[src/rtl/sev_seg_scanner.sv]
// sev_seg_scanner: multiplexed seven-segment driver for common-anode displays.
// Scans NUM_DIGITS digits, each for 2^SLOT_LOG2 clocks, with PWM brightness.
// Display data is double-buffered: a load fills the pending buffer, and the
// active buffer changes only at the frame boundary (idx wraps to 0).
//
// Optional feature macro: SEV_SEG_LEADING_ZERO_BLANK_EN
//   When defined, leading zero digits without a decimal point are blanked
//   (digit 0 is never blanked). Undefined: zeros are shown normally.
//
// Ports:
//   clk          system clock
//   reset        asynchronous active-high reset
//   digits_in    hex value per digit, digit i = [4i+3:4i], digit 0 rightmost
//   dp_in        decimal point request per digit (1 = lit)
//   en_in        digit enable per digit (1 = shown)
//   load         one-cycle strobe capturing digits_in/dp_in/en_in
//   brightness   PWM duty, 0 = dark, sampled continuously
//   seg          segments {g,f,e,d,c,b,a}, active-low
//   dp           decimal point, active-low
//   an           anodes, active-low, at most one low
//   frame_start  pulse in the cycle an first reflects digit 0
//   updated      pulse when new data is committed to the active buffer
`timescale 1ns/1ps
module sev_seg_scanner #(
  parameter int unsigned NUM_DIGITS = 8,
  parameter int unsigned SLOT_LOG2  = 17,
  parameter int unsigned BRIGHT_W   = 4
) (
  input  logic                    clk,
  input  logic                    reset,
  input  logic [4*NUM_DIGITS-1:0] digits_in,
  input  logic [NUM_DIGITS-1:0]   dp_in,
  input  logic [NUM_DIGITS-1:0]   en_in,
  input  logic                    load,
  input  logic [BRIGHT_W-1:0]     brightness,
  output logic [6:0]              seg,
  output logic                    dp,
  output logic [NUM_DIGITS-1:0]   an,
  output logic                    frame_start,
  output logic                    updated
);

  localparam int unsigned IdxW = $clog2(NUM_DIGITS);
  localparam logic [IdxW-1:0] LastIdx = IdxW'(NUM_DIGITS - 1);

  logic [SLOT_LOG2-1:0]    tick_q, tick_d;
  logic [IdxW-1:0]         idx_q, idx_d;
  logic [4*NUM_DIGITS-1:0] act_dig_q, act_dig_d, pend_dig_q, pend_dig_d;
  logic [NUM_DIGITS-1:0]   act_dp_q, act_dp_d, pend_dp_q, pend_dp_d;
  logic [NUM_DIGITS-1:0]   act_en_q, act_en_d, pend_en_q, pend_en_d;
  logic                    pend_valid_q, pend_valid_d;
  logic [6:0]              seg_q, seg_d;
  logic                    dp_q, dp_d;
  logic [NUM_DIGITS-1:0]   an_q, an_d;
  logic                    frame_start_q, frame_start_d;
  logic                    updated_q, updated_d;

  logic                    slot_end, boundary, lit;
  logic [3:0]              cur_digit;
  logic [BRIGHT_W-1:0]     top;
  logic [NUM_DIGITS-1:0]   en_eff;

  function automatic logic [6:0] hex7(input logic [3:0] v);
    case (v)
      4'h0: return 7'h40;
      4'h1: return 7'h79;
      4'h2: return 7'h24;
      4'h3: return 7'h30;
      4'h4: return 7'h19;
      4'h5: return 7'h12;
      4'h6: return 7'h02;
      4'h7: return 7'h78;
      4'h8: return 7'h00;
      4'h9: return 7'h10;
      4'hA: return 7'h08;
      4'hB: return 7'h03;
      4'hC: return 7'h46;
      4'hD: return 7'h21;
      4'hE: return 7'h06;
      default: return 7'h0E;
    endcase
  endfunction

  assign slot_end = &tick_q;
  assign boundary = slot_end && (idx_q == LastIdx);

`ifdef SEV_SEG_LEADING_ZERO_BLANK_EN
  // Walk down from the most significant digit; blank zeros until the first
  // digit that is nonzero or carries a decimal point.
  logic leading;
  always_comb begin
    en_eff  = act_en_q;
    leading = 1'b1;
    for (int i = int'(NUM_DIGITS) - 1; i >= 1; i--) begin
      if (leading && (act_dig_q[4*i +: 4] == 4'h0) && !act_dp_q[i]) begin
        en_eff[i] = 1'b0;
      end else begin
        leading = 1'b0;
      end
    end
  end
`else
  assign en_eff = act_en_q;
`endif

  // Scan counters and buffer management.
  always_comb begin
    tick_d       = tick_q + 1'b1;
    idx_d        = idx_q;
    act_dig_d    = act_dig_q;
    act_dp_d     = act_dp_q;
    act_en_d     = act_en_q;
    pend_dig_d   = pend_dig_q;
    pend_dp_d    = pend_dp_q;
    pend_en_d    = pend_en_q;
    pend_valid_d = pend_valid_q;
    updated_d    = 1'b0;
    if (slot_end) begin
      idx_d = (idx_q == LastIdx) ? '0 : idx_q + 1'b1;
    end
    if (load) begin
      pend_dig_d = digits_in;
      pend_dp_d  = dp_in;
      pend_en_d  = en_in;
    end
    if (boundary && load) begin
      // Fresh inputs bypass the pending buffer so they show this frame.
      act_dig_d    = digits_in;
      act_dp_d     = dp_in;
      act_en_d     = en_in;
      pend_valid_d = 1'b0;
      updated_d    = 1'b1;
    end else if (load) begin
      pend_valid_d = 1'b1;
    end else if (boundary && pend_valid_q) begin
      act_dig_d    = pend_dig_q;
      act_dp_d     = pend_dp_q;
      act_en_d     = pend_en_q;
      pend_valid_d = 1'b0;
      updated_d    = 1'b1;
    end
  end

  // Output decode, registered one cycle after the scan state.
  always_comb begin
    cur_digit     = act_dig_q[{idx_q, 2'b00} +: 4];
    top           = tick_q[SLOT_LOG2-1 -: BRIGHT_W];
    lit           = en_eff[idx_q] && (top < brightness);
    an_d          = '1;
    seg_d         = 7'h7F;
    dp_d          = 1'b1;
    frame_start_d = (idx_q == '0) && (tick_q == '0);
    if (lit) begin
      an_d[idx_q] = 1'b0;
      seg_d       = hex7(cur_digit);
      dp_d        = ~act_dp_q[idx_q];
    end
  end

  always_ff @(posedge clk or posedge reset) begin
    if (reset) begin
      tick_q        <= '0;
      idx_q         <= '0;
      act_dig_q     <= '0;
      act_dp_q      <= '0;
      act_en_q      <= '0;
      pend_dig_q    <= '0;
      pend_dp_q     <= '0;
      pend_en_q     <= '0;
      pend_valid_q  <= 1'b0;
      seg_q         <= 7'h7F;
      dp_q          <= 1'b1;
      an_q          <= '1;
      frame_start_q <= 1'b0;
      updated_q     <= 1'b0;
    end else begin
      tick_q        <= tick_d;
      idx_q         <= idx_d;
      act_dig_q     <= act_dig_d;
      act_dp_q      <= act_dp_d;
      act_en_q      <= act_en_d;
      pend_dig_q    <= pend_dig_d;
      pend_dp_q     <= pend_dp_d;
      pend_en_q     <= pend_en_d;
      pend_valid_q  <= pend_valid_d;
      seg_q         <= seg_d;
      dp_q          <= dp_d;
      an_q          <= an_d;
      frame_start_q <= frame_start_d;
      updated_q     <= updated_d;
    end
  end

  assign seg         = seg_q;
  assign dp          = dp_q;
  assign an          = an_q;
  assign frame_start = frame_start_q;
  assign updated     = updated_q;

endmodule

[config.mk]
export PLATFORM = sky130hd
export DESIGN_NAME = sev_seg_scanner
export DESIGN_NICKNAME = d
export VERILOG_FILES = /design/src/rtl/sev_seg_scanner.sv
export SDC_FILE = /design/constraint.sdc
export NUM_CORES = 1
export LEC_CHECK = 0
export CAP_MARGIN = 5
export CORE_MARGIN = 1.5
export CORE_UTILIZATION = 35
export CTS_CLUSTER_DIAMETER = 40
export DETAILED_ROUTE_END_ITERATION = 7
export PLACE_DENSITY_LB_ADDON = 0.2
export SLEW_MARGIN = 20
export SYNTH_ARGS = -nofsm -noshare
export SYNTH_HDL_FRONTEND = slang
export SYNTH_SLANG_ARGS = --single-unit
[constraint.sdc]
create_clock -name clk -period 4.05 [get_ports clk]
set_input_delay 0.6075 -clock clk [delete_from_list [all_inputs] [get_ports clk]]
set_output_delay 0.6075 -clock clk [all_outputs]
set_load 0.03 [all_outputs]
==> impl_metrics.py, run 1 <==
metrics = {
    "run_status": {
        "status": "finished, final reports clean",
    },
    "drt": {
        "drt_iter0_drc": 110,
        "drt-total-wl_um": 10900,
        "ant_nets": 0,
        "drc_errors": 0,
        "viasPerCell": 4.74,
        "post_drt_wl_per_cell_um": 15.4,
        "dr_total_vias": 3344,
        "drt_first_pass_iters": 4,
    },
    "sta": {
        "rsz0062_at_grt": "false",
        "setup_tns_ns": 0,
        "hold_violations": 0,
        "worst_slack_ns": 1.22,
        "period_minus_slack_ns": 2.83,
        "tightest_slew_ns": 0.908,
        "setup_viol": 0,
        "fin_crit_sh": 0.699,
        "relSlewSlack": 0.395,
        "skew_ns": 0.0108,
        "slew_violations": 0,
        "hold_ws_ns": 0.495,
        "fmax_mhz": 353,
    },
    "synth": {
        "synth_seq_cells": 135,
        "yosysSeqAreaShare": 0.589,
        "synth_nets": 468,
        "yosys.area.top_type": "dfrtp_1",
        "synth_top_family_by_area": "multiplexers",
        "synthesis.area_sq_um": 5770,
        "yosys.area_share.simple": 0.0560,
        "synth_flop_cell": "dfrtp_1",
        "synth_compound_area_frac": 0.0254,
        "synthCells": 399,
        "postSynthAreaPerCell_sq_um": 14.4,
        "synthXorXnorAreaFrac": 0.0213,
        "yosysUniqueCellTypes": 40,
        "yosys.area_share.adder": 0.0304,
        "yosys-mux-area-fraction": 0.252,
        "synth_edf_count": 0,
        "yosysTopAreaCellShare": 0.516,
        "postSynth.asyncResetShare": 1.00,
        "yosys-top-cells-area": "dfrtp_1, mux2_2, dfstp_2",
        "yosys_warnings": 0,
    },
    "layout": {
        "n_antenna_cell": 0,
        "design_area_sq_um": 7300,
        "area_delta_synth_final_pct": 26.6,
        "fill_cells": 1469,
        "fin_cells": 705,
        "drive_above_1_share": 0.321,
        "utilization": 0.456,
        "nets": 545,
    },
    "worst_setup_path": {
        "critPathTopFamily": "multiplexers",
        "r2r-start": "idx_q[0]",
        "critical_path_class": "reg2reg",
        "r2r_cells": 7,
        "crit_path_top_delay_cell": "mux4_1",
        "worstPathArrival_ns": 3.14,
        "r2r-end": "seg[5]",
        "critPathLaunch": "idx_q[0]",
        "cp.buffers_inverters": 2,
        "slowest_delay_ns": 0.62,
        "crit_cells": 7,
        "crit_chain": "buf_4 -> mux4_1 -> mux2_2 -> inv_1 -> ha_1 -> mux2i_1 -> o221ai_1",
        "crit_fanout": 16,
        "cp-start-kind": "flop",
        "crit_required_ns": 4.36,
        "critPathCapture": "seg[5]",
        "r2r_slack_ns": 1.22,
        "worst_setup_path_end_kind": "flop",
    },
    "clock_network": {
        "clockBufferDepth": 2,
        "clock-sinks": 135,
        "h-tree-depth": 4,
        "clk_pin_slew_ns": 0.05,
        "cts_hold_buf": 0,
        "post_cts_resized": 0,
        "insertion_delay_ns": 0.42,
        "cts_tree": "yes",
        "cts_setup_buffers": 0,
        "numCtsBuffers": 17,
        "root_buffer": "clkbuf_16",
    },
    "global_routing": {
        "antenna_found_initial": 0,
        "grt_pass1_wl_um": 18500,
        "grt_pass1_vias": 3629,
        "overflow": 0,
        "grt_max_degree": 72,
        "grt_usage": 0.138,
    },
    "power": {
        "power.total_mw": 3.05,
        "powerDensity_nw_per_um2": 418,
        "vdd_drop_max_uv": 287,
        "p_leak_nw": 3.26,
    },
    "placement": {
        "place_ws_ns": 1.20,
        "placed_cells": 672,
        "io_buffers": 72,
        "globalplace.congestion": 0.751,
        "post-dp-hpwl_um": 7220,
        "placed_cell_area_sq_um": 6710,
    },
    "die": {
        "row_count": 46,
        "die_x_um": 131,
        "core_area_sq_um": 16000,
        "initial_core_util": 0.360,
        "dieArea_sq_um": 17300,
        "io_pins": 73,
        "die_h_um": 131,
    },
    "flow_run": {
        "drv_cap": 0,
    },
    "min_path": {
        "hp-start": "pend_dig_q[15]",
        "min_path_type": "reg2reg",
    },
}
-- sequential cells by signal (all words and copies together), names as in the netlist, 3 cells and up --
signal and flops:
pend_en_q 8, seg 7, idx_q 3, pend_dig_q 32, act_dig_q 32, an 8, pend_dp_q 8, act_en_q 8
tick_q 17, act_dp_q 8
-- routing by layer --
metal,routed length [um],track usage
met5,0,0
met1,5150,0.181
met3,402,0.0390
met2,5080,0.213
met4,223,0.0667
-- Yosys cell counts (5+ instances only) --
master / n
mux2i_1: 12
nor2_1: 7
dfrtp_1: 119
buf_2: 7
inv_1: 12
clkbuf_1: 7
nand4_1: 6
mux2_2: 100
mux4_2: 5
nand2_1: 15
xnor2_1: 11
ha_1: 14
nand3_1: 14
dfstp_2: 16
-- worst min-delay path by stage --
stage | to | slack [ns] | cells after the start
global placement | tick_q[0] | 0.47 | 1
finish | pend_dig_q[15] | 0.49 | 1
CTS | tick_q[10] | 0.49 | 1
global route | pend_dp_q[0] | 0.51 | 1
floorplan | tick_q[10] | 0.45 | 1
detailed placement | tick_q[10] | 0.48 | 1
-- cells by family (layout without fill, tap and decap cells) --
group                      Yosys count  count (layout)
buffers and inverters               33             123
AOI/OAI and AO/OA                   21              21
adders and majority gates           14              14
DFF                                135             135
and+or+nand+nor                     61              61
xor gates and xnor gates            14              14
muxes                              121             121
-- final cells by class --
type	count	area, sq um	share of cell area
Clock buffer	29	531	0.0727
Inverter	13	52.6	0.00720
Timing Repair Buffer	78	786	0.108
Multi-Input combinational cell	231	2220	0.304
Clock inverter	3	40.0	0.00549
Tap cell	216	270	0.0370
Sequential cell	135	3400	0.466
-- cell usage in the layout (no fill, tap or decap), drive strengths merged, types with 3 or more instances in the layout --
cell,netlist,routed
buf,13,7
nand2,15,15
dfstp,16,16
nor4,3,3
mux2,101,101
ha,14,14
mux4,8,8
clkinv,1,3
nand4,6,6
o211ai,3,3
nand2b,4,4
a21oi,4,4
mux2i,12,12
clkdlybuf4s50,0,71
nand3,14,14
o21ai,4,4
nor2,7,7
clkbuf,7,29
and3,3,3
xor2,3,3
dfrtp,119,119
inv,12,11
xnor2,11,11
-- where the power goes --
group,internal [mW],switching [mW],leakage [nW]
registers,1.40,0.0112,1.70
clock network,0.941,0.532,0.282
logic,0.0951,0.0717,1.28
No activity file was read; power rests on OpenSTA's default activity.
==> run 2: changes to the inputs <==
Clock period 4.05 ns to 2.45 ns, I/O delays scaled along.
==> impl_metrics.py, run 2 (same netlist as run 1, synthesis figures left out) <==
metrics = {
    "run_status": {
        "status": "finished, final reports clean",
    },
    "drt": {
        "drt_first_pass_iters": 4,
        "viasPerCell": 4.71,
        "drt_iter0_drc": 110,
        "post_drt_wl_per_cell_um": 15.7,
        "drt-total-wl_um": 11300,
        "drc_errors": 0,
        "dr_total_vias": 3394,
        "ant_nets": 0,
    },
    "worst_setup_path": {
        "r2r-end": "act_dig_q[16]",
        "r2r_slack_ns": 0.12,
        "crit_fanout": 16,
        "worstPathArrival_ns": 2.63,
        "r2r-start": "tick_q[1]",
        "crit_required_ns": 2.75,
        "critPathLaunch": "tick_q[1]",
        "cp-start-kind": "flop",
        "critPathCapture": "act_dig_q[16]",
        "r2r_cells": 10,
        "worst_setup_path_end_kind": "flop",
        "critical_path_class": "reg2reg",
    },
    "power": {
        "vdd_drop_max_uv": 464,
        "power.total_mw": 5.08,
        "powerDensity_nw_per_um2": 680,
        "p_leak_nw": 3.36,
    },
    "sta": {
        "hold_ws_ns": 0.271,
        "setup_viol": 0,
        "relSlewSlack": 0.586,
        "period_minus_slack_ns": 2.33,
        "hold_violations": 0,
        "skew_ns": 0.00785,
        "fmax_mhz": 429,
        "tightest_slew_ns": 0.621,
        "fin_crit_sh": 0.953,
        "setup_tns_ns": 0,
        "slew_violations": 0,
    },
    "layout": {
        "drive_above_1_share": 0.351,
        "largest_registers": "act_dig_q (32), pend_dig_q (32), tick_q (17)",
        "regArea_sq_um": 3400,
        "final_cell_mix": "dfrtp_1, mux2_2, clkdlybuf4s50_1",
        "area_delta_synth_final_pct": 29.7,
        "multiInputGateArea_sq_um": 2230,
        "n_antenna_cell": 0,
        "final_common_cell": "dfrtp_1",
        "utilization": 0.467,
        "fill_cells": 1457,
        "nets": 560,
    },
    "global_routing": {
        "grt_pass1_wl_um": 19000,
        "grt_usage": 0.140,
        "overflow": 0,
        "grt_max_degree": 65,
        "grt_pass1_vias": 3736,
        "antenna_found_initial": 0,
    },
    "clock_network": {
        "numCtsBuffers": 17,
        "h-tree-depth": 4,
        "clockBufferDepth": 2,
        "root_buffer": "clkbuf_16",
        "clk_pin_slew_ns": 0.06,
        "insertion_delay_ns": 0.42,
        "clock-sinks": 135,
        "cts_tree": "yes",
    },
    "die": {
        "io_pins": 73,
        "initial_core_util": 0.360,
        "row_count": 46,
        "core_area_sq_um": 16000,
        "die_x_um": 131,
        "die_h_um": 131,
        "dieArea_sq_um": 17300,
    },
    "placement": {
        "post-dp-hpwl_um": 7620,
        "io_buffers": 72,
        "globalplace.congestion": 0.762,
    },
    "min_path": {
        "min_path_type": "in2async",
    },
    "flow_run": {
        "drv_cap": 0,
    },
}
run 2: cell count changes in the layout (fill, tap and decap cells not counted), sizes merged:
cell,previous run,this run
clkinvlp,1,2
clkinv,3,6
buf,7,21
clkbuf,29,25
bufinv,1,2
run 2: area by class of cell:
class	instances	area share
Multi-Input combinational cell	231	0.298
Sequential cell	135	0.454
Tap cell	216	0.0361
Timing Repair Buffer	93	0.127
Clock buffer	24	0.0644
Clock inverter	8	0.0129
Inverter	13	0.00703
run 2: worst min path at each step:
| stage | endpoint | cells after the start | from |
|---|---|---|---|
| detailed placement | tick_q[0] | 1 | tick_q[0] |
| floorplan | tick_q[10] | 1 | tick_q[10] |
| global route | pend_dp_q[2] | 2 | reset |
| CTS | pend_dp_q[2] | 2 | reset |
| global placement | tick_q[0] | 1 | tick_q[0] |
| finish | pend_dp_q[6] | 2 | reset |
run 2: repair_timing:
action                     CTS  global route
cloned                       0             1
hold buffers                 0             0
buffers inserted             0             3
gates resized for setup      1             6
setup endpoints to repair    3            48
pin swaps                    0             1
run 2: per-layer routing:
| metal | up-vias | track usage | share of wire |
|---|---|---|---|
| met1 | 1695 | 0.173 | 0.45 |
| met4 | 0 | 0.0691 | 0.029 |
| met5 | - | 0 | 0 |
| li1 | 1602 | - | - |
| met3 | 23 | 0.0436 | 0.044 |
| met2 | 74 | 0.224 | 0.48 |
run 2: power by group:
part	switching (mW)	leakage [nW]	internal (mW)
registers	0.0190	1.70	2.31
clock network	0.903	0.284	1.57
logic	0.118	1.37	0.159
total	1.04	3.36	4.04
run 2: critical path, stage by stage (launching register included):
cell and delay (ns):
dfrtp_1 0.38, ha_2 0.21, and3_4 0.20, and4_4 0.25
nand3_1 0.12, nor2_1 0.12, ha_1 0.18, o211ai_1 0.11
buf_4 0.18, clkbuf_16 0.18, mux2_2 0.29
run 2: stage by stage:
| step | std cells | cell area [sq um] | worst slack [ns] |
|---|---|---|---|
| after detailed placement | 684 | 6850 | 0.00409 |
| final | 720 | 7480 | 0.116 |
| after global routing | 720 | 7480 | -0.0156 |
| after CTS | 716 | 7430 | 0.0261 |
| after floorplan | 399 | 5780 | 0.0230 |
| after global placement | 684 | 6850 | 0.0726 |
